## config.mk

```make
export PLATFORM = sky130hd
export DESIGN_NAME = fighter_ctrl
export DESIGN_NICKNAME = d
export VERILOG_FILES = /design/src/rtl/fighter_pkg.sv /design/src/rtl/fighter_attack_fsm.sv /design/src/rtl/fighter_ctrl.sv
export SDC_FILE = /design/constraint.sdc
export NUM_CORES = 1
export LEC_CHECK = 0
export CELL_PAD_IN_SITES_DETAIL_PLACEMENT = 1
export CELL_PAD_IN_SITES_GLOBAL_PLACEMENT = 2
export CORE_UTILIZATION = 39
export CTS_CLUSTER_DIAMETER = 120
export DETAILED_ROUTE_END_ITERATION = 10
export DONT_BUFFER_PORTS = 1
export GPL_TIMING_DRIVEN = 1
export HOLD_SLACK_MARGIN = 0.08
export PLACE_DENSITY_LB_ADDON = 0.1
export RECOVER_POWER = 50
export SLEW_MARGIN = 10
export SYNTH_ARGS = -nofsm -noshare
export SYNTH_HDL_FRONTEND = slang
export SYNTH_SLANG_ARGS = --single-unit
```

## constraint.sdc

```tcl
create_clock -name frame_clk -period 6.6 [get_ports frame_clk]
set_input_delay 1.32 -clock frame_clk [delete_from_list [all_inputs] [get_ports frame_clk]]
set_output_delay 1.32 -clock frame_clk [all_outputs]
set_load 0.02 [all_outputs]
```

## src/rtl/fighter_pkg.sv

```systemverilog
// Shared attack-state encoding, key bindings and body geometry
// for the fighter controller and its attack sequencer.
package fighter_pkg;

    typedef enum logic [2:0] {
        ACT_IDLE    = 3'd0,
        ACT_PUNCH   = 3'd1,
        ACT_KICK    = 3'd2,
        ACT_BLOCK   = 3'd3,
        ACT_RECOVER = 3'd4
    } act_e;

    typedef logic signed [10:0] s11_t;

    localparam logic [7:0] KEY_L_DEF = 8'h50;
    localparam logic [7:0] KEY_R_DEF = 8'h4F;
    localparam logic [7:0] KEY_J_DEF = 8'h52;
    localparam logic [7:0] KEY_P_DEF = 8'h59;
    localparam logic [7:0] KEY_K_DEF = 8'h62;
    localparam logic [7:0] KEY_B_DEF = 8'h51;

    localparam int X_START_DEF        = 480;
    localparam int Y_START_DEF        = 360;
    localparam int X_MIN_DEF          = 94;
    localparam int X_MAX_DEF          = 638;
    localparam int Y_GROUND_DEF       = 420;
    localparam int HALF_W_DEF         = 45;
    localparam int HEAD_DEF           = 90;
    localparam int FEET_DEF           = 60;
    localparam int STEP_DEF           = 3;
    localparam int JUMP_V_DEF         = 30;
    localparam int GRAV_DEF           = 3;
    localparam int PUNCH_FRAMES_DEF   = 8;
    localparam int KICK_FRAMES_DEF    = 12;
    localparam int RECOVER_FRAMES_DEF = 6;

    function automatic logic key_held(
        input logic [7:0] kc_a,
        input logic [7:0] kc_b,
        input logic [7:0] key
    );
        return (kc_a == key) || (kc_b == key);
    endfunction

    function automatic s11_t abs11(input s11_t v);
        return v[10] ? -v : v;
    endfunction

endpackage

```

## src/rtl/fighter_attack_fsm.sv

```systemverilog
// Attack sequencer: edge-triggered punch/kick, level-held block,
// fixed-length recovery, and a one-frame strike pulse.
module fighter_attack_fsm
    import fighter_pkg::*;
#(
    parameter int PUNCH_FRAMES   = PUNCH_FRAMES_DEF,
    parameter int KICK_FRAMES    = KICK_FRAMES_DEF,
    parameter int RECOVER_FRAMES = RECOVER_FRAMES_DEF
) (
    input  logic       frame_clk,
    input  logic       Reset,
    input  logic       i_freeze,
    input  logic       i_punch,
    input  logic       i_kick,
    input  logic       i_block,
    input  logic       i_in_range,
    output logic [2:0] o_state,
    output logic       o_hit
);

    localparam int CW = 8;

    act_e          r_state;
    act_e          w_state;
    logic [CW-1:0] r_cnt;
    logic [CW-1:0] w_cnt;
    logic          r_prev_p;
    logic          r_prev_k;
    logic          r_hit;
    logic          w_hit;
    logic          w_p_edge;
    logic          w_k_edge;

    assign w_p_edge = i_punch && !r_prev_p;
    assign w_k_edge = i_kick && !r_prev_k;
    assign o_state  = r_state;
    assign o_hit    = r_hit;

    always_ff @(posedge frame_clk or posedge Reset) begin
        if (Reset) begin
            r_state  <= ACT_IDLE;
            r_cnt    <= '0;
            r_prev_p <= 1'b0;
            r_prev_k <= 1'b0;
            r_hit    <= 1'b0;
        end else begin
            r_state  <= w_state;
            r_cnt    <= w_cnt;
            r_prev_p <= i_punch;
            r_prev_k <= i_kick;
            r_hit    <= w_hit;
        end
    end

    always_comb begin
        w_state = r_state;
        w_cnt   = r_cnt;
        w_hit   = 1'b0;

        unique case (r_state)
            ACT_IDLE: begin
                w_cnt = '0;
                if (i_block)       w_state = ACT_BLOCK;
                else if (w_k_edge) w_state = ACT_KICK;
                else if (w_p_edge) w_state = ACT_PUNCH;
            end
            ACT_PUNCH: begin
                if (r_cnt == CW'(PUNCH_FRAMES - 1)) begin
                    w_state = ACT_RECOVER;
                    w_cnt   = '0;
                end else begin
                    w_cnt = r_cnt + 1'b1;
                end
            end
            ACT_KICK: begin
                if (r_cnt == CW'(KICK_FRAMES - 1)) begin
                    w_state = ACT_RECOVER;
                    w_cnt   = '0;
                end else begin
                    w_cnt = r_cnt + 1'b1;
                end
            end
            ACT_RECOVER: begin
                if (r_cnt == CW'(RECOVER_FRAMES - 1)) begin
                    w_state = ACT_IDLE;
                    w_cnt   = '0;
                end else begin
                    w_cnt = r_cnt + 1'b1;
                end
            end
            ACT_BLOCK: begin
                w_cnt = '0;
                if (!i_block) w_state = ACT_IDLE;
            end
            default: begin
                w_state = ACT_IDLE;
                w_cnt   = '0;
            end
        endcase

        // Frozen fighters drop any attack; edge regs still track keys.
        if (i_freeze) begin
            w_state = ACT_IDLE;
            w_cnt   = '0;
        end

        w_hit = i_in_range && !i_freeze &&
            ((w_state == ACT_PUNCH &&
              w_cnt == CW'(PUNCH_FRAMES / 2)) ||
             (w_state == ACT_KICK &&
              w_cnt == CW'(KICK_FRAMES / 2)));
    end

endmodule

```

## src/rtl/fighter_ctrl.sv

```systemverilog
// Fighter kinematics: walking, jumping, walls, floor and body
// collision; the attack sequencer lives in fighter_attack_fsm.
module fighter_ctrl
    import fighter_pkg::*;
#(
    parameter int         X_START        = X_START_DEF,
    parameter int         Y_START        = Y_START_DEF,
    parameter int         X_MIN          = X_MIN_DEF,
    parameter int         X_MAX          = X_MAX_DEF,
    parameter int         Y_GROUND       = Y_GROUND_DEF,
    parameter int         HALF_W         = HALF_W_DEF,
    parameter int         HEAD           = HEAD_DEF,
    parameter int         FEET           = FEET_DEF,
    parameter int         STEP           = STEP_DEF,
    parameter int         JUMP_V         = JUMP_V_DEF,
    parameter int         GRAV           = GRAV_DEF,
    parameter int         PUNCH_FRAMES   = PUNCH_FRAMES_DEF,
    parameter int         KICK_FRAMES    = KICK_FRAMES_DEF,
    parameter int         RECOVER_FRAMES = RECOVER_FRAMES_DEF,
    parameter logic [7:0] KEY_L          = KEY_L_DEF,
    parameter logic [7:0] KEY_R          = KEY_R_DEF,
    parameter logic [7:0] KEY_J          = KEY_J_DEF,
    parameter logic [7:0] KEY_P          = KEY_P_DEF,
    parameter logic [7:0] KEY_K          = KEY_K_DEF,
    parameter logic [7:0] KEY_B          = KEY_B_DEF
) (
    input  logic       frame_clk,
    input  logic       Reset,
    input  logic [7:0] keycode,
    input  logic [7:0] keycode2,
    input  logic       freeze,
    input  logic [9:0] opp_x,
    input  logic [9:0] opp_y,
    output logic [9:0] pos_x,
    output logic [9:0] pos_y,
    output logic [9:0] vel_y,
    output logic       airborne,
    output logic [2:0] act_state,
    output logic       punch_o,
    output logic       kick_o,
    output logic       block_o,
    output logic       hit_pulse
);

    localparam s11_t L_X_LO   = s11_t'(X_MIN + HALF_W);
    localparam s11_t L_X_HI   = s11_t'(X_MAX - HALF_W);
    localparam s11_t L_BODY   = s11_t'(2 * HALF_W);
    localparam s11_t L_REACH  = s11_t'(2 * HALF_W + 4 * STEP);
    localparam s11_t L_VSPAN  = s11_t'(HEAD + FEET);
    localparam s11_t L_FEET   = s11_t'(FEET);
    localparam s11_t L_GROUND = s11_t'(Y_GROUND);
    localparam s11_t L_REST   = s11_t'(Y_GROUND - FEET);
    localparam s11_t L_STEP   = s11_t'(STEP);
    localparam s11_t L_JUMP   = s11_t'(JUMP_V);
    localparam s11_t L_GRAV   = s11_t'(GRAV);

    logic [9:0] r_pos_x;
    logic [9:0] r_pos_y;
    logic [9:0] r_vel_y;
    logic       r_air;

    logic w_l, w_r, w_j, w_p, w_k, w_b;
    logic w_idle;
    logic w_jump;
    logic w_y_near;
    logic w_in_range;
    s11_t w_x, w_ox, w_y, w_oy, w_vy;
    s11_t w_dx;
    s11_t w_x_try;
    s11_t w_x_col;
    s11_t w_x_next;
    s11_t w_y_try;
    s11_t w_y_next;
    s11_t w_vy_next;
    logic w_air_next;

    assign w_l = key_held(keycode, keycode2, KEY_L);
    assign w_r = key_held(keycode, keycode2, KEY_R);
    assign w_j = key_held(keycode, keycode2, KEY_J);
    assign w_p = key_held(keycode, keycode2, KEY_P);
    assign w_k = key_held(keycode, keycode2, KEY_K);
    assign w_b = key_held(keycode, keycode2, KEY_B);

    // X spans 0..639, so it is carried as an unsigned screen coordinate.
    assign w_x  = $signed({1'b0, r_pos_x});
    assign w_ox = $signed({1'b0, opp_x});
    assign w_y  = $signed({r_pos_y[9], r_pos_y});
    assign w_oy = $signed({opp_y[9], opp_y});
    assign w_vy = $signed({r_vel_y[9], r_vel_y});

    assign w_idle     = (act_state == ACT_IDLE);
    assign w_y_near   = abs11(w_y - w_oy) < L_VSPAN;
    assign w_in_range = abs11(w_x - w_ox) <= L_REACH;

    always_comb begin
        w_dx = '0;
        unique case (1'b1)
            (w_r && !w_l): w_dx = L_STEP;
            (w_l && !w_r): w_dx = -L_STEP;
            default:       w_dx = '0;
        endcase
        if (freeze || (!r_air && !w_idle)) w_dx = '0;
    end

    always_comb begin
        w_x_try = w_x + w_dx;
        w_x_col = w_x_try;
        // Only a step toward the opponent can be stopped at body contact.
        if (w_y_near && abs11(w_x_try - w_ox) < L_BODY) begin
            if (!w_dx[10] && w_dx != '0 && w_x < w_ox)
                w_x_col = w_ox - L_BODY;
            else if (w_dx[10] && w_x > w_ox)
                w_x_col = w_ox + L_BODY;
        end
        w_x_next = w_x_col;
        if (w_x_col < L_X_LO) w_x_next = L_X_LO;
        if (w_x_col > L_X_HI) w_x_next = L_X_HI;
        if (freeze)           w_x_next = w_x;
    end

    assign w_jump = !r_air && w_idle && w_j && !freeze;

    always_comb begin
        w_y_try    = w_y + w_vy;
        w_y_next   = w_y;
        w_vy_next  = '0;
        w_air_next = r_air;
        if (freeze) begin
            w_vy_next = '0;
        end else if (r_air) begin
            if (w_y_try + L_FEET >= L_GROUND) begin
                w_y_next   = L_REST;
                w_air_next = 1'b0;
            end else begin
                w_y_next  = w_y_try;
                w_vy_next = w_vy + L_GRAV;
            end
        end else if (w_jump) begin
            w_vy_next  = -L_JUMP;
            w_air_next = 1'b1;
        end
    end

    always_ff @(posedge frame_clk or posedge Reset) begin
        if (Reset) begin
            r_pos_x <= 10'(X_START);
            r_pos_y <= 10'(Y_START);
            r_vel_y <= '0;
            r_air   <= 1'b1;
        end else begin
            r_pos_x <= w_x_next[9:0];
            r_pos_y <= w_y_next[9:0];
            r_vel_y <= w_vy_next[9:0];
            r_air   <= w_air_next;
        end
    end

    fighter_attack_fsm #(
        .PUNCH_FRAMES   (PUNCH_FRAMES),
        .KICK_FRAMES    (KICK_FRAMES),
        .RECOVER_FRAMES (RECOVER_FRAMES)
    ) u_attack (
        .frame_clk  (frame_clk),
        .Reset      (Reset),
        .i_freeze   (freeze),
        .i_punch    (w_p),
        .i_kick     (w_k),
        .i_block    (w_b),
        .i_in_range (w_in_range),
        .o_state    (act_state),
        .o_hit      (hit_pulse)
    );

    assign pos_x    = r_pos_x;
    assign pos_y    = r_pos_y;
    assign vel_y    = r_vel_y;
    assign airborne = r_air;
    assign punch_o  = (act_state == ACT_PUNCH);
    assign kick_o   = (act_state == ACT_KICK);
    assign block_o  = (act_state == ACT_BLOCK);

endmodule

```

==> Word level (Yosys, flattened, before mapping) <==
Cells that the tools add are included.
W data, S select, Z words.
{ "totals": {"ff_bits": 45, "inputBits": 39, "output_inout_bits": 38, "elab_cells": 121} }
{ "op_classes": {"addsub": 13, "n_lt_le_gt_ge": 8, "n_eq_ne": 23, "n_mux": 32, "bitwise_logic": 1, "n_reduce_logical": 35} }
{ "op_table": {"columns": ["operator", "n"], "rows": [
  ["$eq A8 B7 Y1 const B", 12],
  ["$mux W11", 7],
  ["$mux W10", 7],
  ["$neg A11 Y11", 3],
  ["$eq A8 B3 Y1 const B", 4],
  ["$mux W8", 4],
  ["$mux W3", 8],
  ["$pmux W8 S3", 1],
  ["$lt A11 B9 Y1 const B", 2],
  ["$pmux W11 S2", 1],
  ["$sub A10 B10 Y11", 2],
  ["$logic_and A1 B1 Y1", 16],
  ["$pmux W3 S5", 1],
  ["$add A10 B10 Y11", 1],
  ["$add A10 B7 Y11 const B", 1],
  ["$add A11 B11 Y11", 1],
  ["$add A11 B7 Y11 const B", 1],
  ["$ge A11 B10 Y1 const B", 1],
  ["$gt A11 B11 Y1 const B", 1],
  ["$le A11 B8 Y1 const B", 1],
  ["$lt A11 B8 Y1 const B", 1],
  ["$reduce_bool A11 Y1", 1],
  ["$sub A10 B7 Y11 const B", 1],
  ["$sub A11 B11 Y11", 1],
  ["other kinds (14)", 33]
]} }

==> Depth between registers and ports, before layout <==
{ "depth": {"ltp_word": 16, "mapped_depth": 29, "mapped_depth_nobuf": 27} }

==> Cells and area by module <==
Synthesis repeated with hierarchy kept, for this count alone.
{ "unflattened": {"hier_cells": 811, "area_unflattened_um2": 6334.8} }
{ "by_module_without_submodules": {"columns": ["mod", "instances", "cells_each", "area_each_um2", "seq_area_each_um2"], "rows": [
  ["fighter_ctrl", 1, 714, 5413.9, 787.0],
  ["fighter_attack_fsm", 1, 97, 920.9, 350.3]
]} }

==> Least setup slack after synthesis <==
No wires, ideal clock.
{ "synth_timing": {"kind": "input to register", "from": "input keycode2[4]", "to": "register r_pos_x[3], in the netlist pos_x[3]", "setup_time_ns": 0.121, "arrival_ns": 7.020, "t_required_ns": 6.479, "path_slack_ns": -0.541, "cell_stages": 26, "path_buffers": 1, "path_cell_list": "or3b_2 o41ai_1 inv_1 ha_1 nand2_1 inv_1 ha_1 a21oi_1 o21bai_1 a21oi_1 nor2b_1 o22ai_1 xnor2_1 ha_1 or4_1 o22ai_1 nor2_1 or4_1 nand2_1 a32o_1 and4_1 buf_6 mux2_4 a2bb2o_4 or3_1 a22o_1"} }
{ "synth_via": {"elab_chain_len": 16, "word_cells_on_any_way": 28, "classes_between": "add/sub (3); order compare (3); eq/ne (2); mux (8); reduce/logical (12)"} }
{ "synth_lines": {"columns": ["element", "line", "text"], "rows": [
  ["from (decl)", "fighter_ctrl.sv:30", "input logic [7:0] keycode2,"],
  ["$eq A8 B7 Y1", "fighter_pkg.sv:42", "return (kc_a == key) || (kc_b == key);"],
  ["$logic_or A1 B1 Y1", "fighter_pkg.sv:42", null],
  ["$logic_not A1 Y1, on equally long branches", "fighter_ctrl.sv:99, fighter_ctrl.sv:98", null],
  ["$logic_and A1 B1 Y1, on equally long branches", "fighter_ctrl.sv:99, fighter_ctrl.sv:98", null],
  ["$pmux W11 S2 (*)", "fighter_ctrl.sv:97", "unique case (1'b1)"],
  ["$mux W11 (*)", "fighter_ctrl.sv:102", "if (freeze || (!r_air && !w_idle)) w_dx = '0;"],
  ["$add A11 B11 Y11", "fighter_ctrl.sv:106", "w_x_try = w_x + w_dx;"],
  ["$sub A11 B11 Y11", "fighter_ctrl.sv:109", "if (w_y_near && abs11(w_x_try - w_ox) < L_BODY) begin"],
  ["$neg A11 Y11", "fighter_pkg.sv:46", "return v[10] ? -v : v;"],
  ["$mux W11", "fighter_pkg.sv:46", null],
  ["$lt A11 B8 Y1", "fighter_ctrl.sv:109", null],
  ["$logic_and A1 B1 Y1", "fighter_ctrl.sv:109", null],
  ["$mux W11 (*)", "fighter_ctrl.sv:109", null],
  ["$lt A11 B9 Y1", "fighter_ctrl.sv:116", "if (w_x_col < L_X_LO) w_x_next = L_X_LO;"],
  ["$mux W10", "fighter_ctrl.sv:116", null],
  ["$mux W10 (*)", "fighter_ctrl.sv:117", "if (w_x_col > L_X_HI) w_x_next = L_X_HI;"],
  ["to (signal assigned)", "fighter_ctrl.sv:146", "r_pos_x <= 10'(X_START);"],
  ["to (signal assigned)", "fighter_ctrl.sv:151", "r_pos_x <= w_x_next[9:0];"],
  ["to (decl)", "fighter_ctrl.sv:57", "logic [9:0] r_pos_x;"]
]} }
Mark *: on every way between the ends. The rest lies on a longest branch, timed or not.
A chain may end at the register's enable or synchronous reset.

==> Worst setup path after layout <==
Ends and elaborated chain as after synthesis.

==> flow_metrics.py <==
metrics = {
    "finish": {
        "layout_commonest_cell": "buf_4",
        "fillers": 1951,
        "fin_area_um2": 7970,
        "antennaDiodeCount": 0,
        "nets": 1030,
        "fin_cells": 1141,
        "seqCellArea_um2": 1140,
        "drive_gt1_share_pct": 23.1,
        "area_growth_pct": 24.4,
        "utilization_pct": 50.0,
        "multiInputGateArea_um2": 5310,
        "final_cell_mix": "buf_4 (108), nand2_1 (72), inv_1 (69)",
    },
    "die": {
        "core_area_um2": 15900,
        "ioPinCount": 77,
        "die_y_um": 130,
        "start_util_pct": 40.2,
        "die_area_um2": 16900,
        "die_w_um": 130,
        "rows": 46,
    },
    "clocking": {
        "root_buffer": "clkbuf_16",
        "clk-insertion-delay-late_ns": 0.29,
        "ctsHtreeMaxLevel": 2,
        "max-clock-path-buffers": 2,
        "postCtsHoldBufs": 0,
        "cts_buffers": 5,
        "clk_pin_slew_ns": 0.07,
        "cts.sinks": 45,
        "cts_tree": "built",
    },
    "min_path": {
        "hold_path_class": "flop to flop",
        "hp-start": "u_attack.r_cnt[0]$_DFF_PP0_",
        "hold-path-endpoint": "u_attack.r_cnt[0]$_DFF_PP0_",
        "worstHoldPathCells": 1,
    },
    "setup_path": {
        "worstSetupPathType": "primary input to flop",
        "crit_required_ns": 6.77,
        "rrSetupSlack_ns": 0.65,
        "crit_slowest_cell": "o41ai_4",
        "max_stage_delay_ns": 0.44,
        "r2r-end": "pos_x[3]$_DFFE_PP0N_",
        "path_buf_inv": 1,
        "path_max_fanout": 8,
        "critPathLaunchType": "primary input",
        "cp.arrival_ns": 7.07,
        "endpoint_kind": "flop",
        "worstReg2RegStart": "u_attack.o_state[1]$_DFF_PP0_",
        "reg2regPathDepth": 24,
        "crit_family": "simple AND/OR/NAND/NOR gates",
    },
    "power_and_ir_drop": {
        "vdd_drop_max_mv": 0.118,
        "power_density_nw_per_um2": 282,
        "power_leakage_uw": 0.00355,
    },
    "logic_synthesis": {
        "synth.cell_area_um2": 6410,
        "synth_cell_type_count": 87,
        "ys_async_sr_fraction_pct": 100,
        "synthDominantCellAreaShare_pct": 14.1,
        "synth_edf_count": 0,
        "synth_top_area_cell": "dfrtp_1",
        "ys.flop_type": "dfrtp_1",
        "syn_nets": 930,
        "synth_area_leaders": "dfrtp_1 (14%), ha_1 (12%), xnor2_1 (5.3%)",
        "ys_warn_count": 0,
        "ys_seq_area_share_pct": 17.7,
        "ys_ff_latch": 45,
        "synth_area_per_cell_um2": 7.78,
        "synthesis.instances": 824,
    },
    "route": {
        "highest-signal-layer": "met4",
        "vias": 6717,
        "drtPass1Iterations": 4,
        "wl_per_cell_um": 19.1,
        "dr.first_iter.drc_count": 236,
        "wl_met3_um": 794,
        "totalWireLength_um": 21800,
        "post_drt_via_cell_ratio": 5.89,
        "wl_met2_um": 10900,
        "ant_nets": 0,
        "drc": 0,
        "wl_met1_um": 9430,
    },
    "run_status": {
        "outcome": "finished with violations",
        "violations": "capacitance limit, slew limit, setup timing",
    },
    "global_route": {
        "grt_use_total_pct": 25.9,
        "grt_pass1_wl_um": 34900,
        "grt_start_max_net_pins": 46,
        "grt_overflow": 0,
        "grt_pass1_vias": 6983,
        "grt_antenna_before_repair": 0,
    },
    "timing": {
        "drv_slew": 46,
        "setup_violations": 8,
        "fin_crit_sh_pct": 105,
        "fin_skew_ns": 0.0155,
        "tightest_slew_ns": 1.77,
        "hold_viol_final": 0,
        "rsz0062_at_grt": "true",
        "slew_headroom_pct": -18.2,
        "period_needed_ns": 6.90,
        "fmax_mhz": 145,
        "worst_slack_ns": -0.299,
    },
    "placement": {
        "dp_cells": 1110,
        "portBuffers": 0,
        "place_congestion": 0.867,
        "placed_area_um2": 7290,
        "place_hpwl_um": 17300,
    },
    "job": {
        "drv_cap": 1,
    },
}
## per-layer routing
| metal | vias up | GRT usage (%) |
|---|---|---|
| met5 | - | 0 |
| met4 | 0 | 7.52 |
| met3 | 45 | 4.43 |
| met2 | 115 | 47.7 |
| met1 | 3284 | 30.4 |
| li1 | 3273 | - |
## cell families after synthesis
family | synth area share [%]
compound gates | 30.1
xor+xnor | 8.12
fa+ha+maj | 13.7
buf+inv | 5.60
flops | 17.7
mux | 2.34
simple gates | 22.4
## layout make-up
class | count | share of cell area, %
clock buffer | 5 | 1.57
clock inverter | 3 | 0.267
inverter | 71 | 3.34
multi-input combinational | 690 | 66.6
sequential | 45 | 14.3
tap | 216 | 3.39
timing repair buffer | 111 | 10.5
## power by group
part	leakage, uW	switching (uW)	internal [uW]
Combinational	0.00291	877	667
Clock	0.0000702	111	141
Sequential	0.000579	122	327
## through the flow
step,worst slack [ns],TNS [ns],hold WS (ns),total power (uW)
after floorplan,-0.302,-1.09,0.474,1450
after global placement,-0.714,-6.27,0.505,1820
after detailed placement,-1.06,-9.73,0.526,1880
after CTS,-0.272,-1.72,0.535,2190
after global routing,-0.500,-3.86,0.568,2430
final,-0.299,-1.91,0.538,2250
## synth_stat cells, types with 6 or more instances
master	n
nand2_1	72
inv_1	71
xnor2_1	39
nor3_1	26
mux2i_1	9
nor2_1	64
o21ai_0	44
a211oi_1	8
or3_1	9
clkbuf_1	12
o211ai_1	10
nor3b_1	8
o22a_1	7
a21boi_0	6
a21o_1	12
o211a_1	6
a21oi_1	50
dfrtp_1	36
or2_2	7
o21a_1	6
o221ai_1	7
xor2_1	16
dfstp_2	9
ha_1	62
nand4_1	7
a22o_1	6
nor2b_1	12
o31ai_1	13
o21bai_1	7
or4_1	6
o22ai_1	9
a31oi_1	10
nand3_1	20
o2111ai_1	6
and3_1	12
nand2b_1	16
## flip-flops by register name (all words and copies together), names as in the netlist
name               cells
u_attack.o_state       3
u_attack.r_cnt         8
pos_x                 10
pos_y                 10
u_attack.r_prev_p      1
u_attack.r_prev_k      1
vel_y                 10
airborne               1
u_attack.o_hit         1
## repair_timing
action | 4_1_cts | 5_1_grt
pin swaps | 23 | 22
cloned | 1 | 0
endpoints found under the setup margin | 10 | 10
resized for setup | 40 | 30
setup buffers | 14 | 8
## worst reg2reg max path: cells and delay by family (launching register included)
family	cells	cell delay [ns]
multiplexers	1	0.34
adder cells (fa/ha/maj)	3	0.78
AO/OA/AOI/OAI	8	1.58
XOR/XNOR	1	0.20
AND/OR/NAND/NOR	10	2.53
flip-flops	1	0.39
buffers and inverters	1	0.04
## worst max path at each step
stage	from	endpoint	slack, ns	cells after the start
3_3_place_gp	keycode2[4]	pos_x[1]$_DFFE_PP0N_	-0.71	27
2_1_floorplan	keycode2[4]	pos_x[3]$_DFFE_PP0N_	-0.30	26
4_1_cts	keycode2[4]	pos_x[3]$_DFFE_PP0N_	-0.27	25
3_5_place_dp	keycode2[5]	pos_x[1]$_DFFE_PP0N_	-1.06	28
6_report	keycode2[4]	pos_x[3]$_DFFE_PP0N_	-0.30	25
5_1_grt	keycode2[4]	pos_x[3]$_DFFE_PP0N_	-0.50	25
Power figures use the tool's default switching activity.
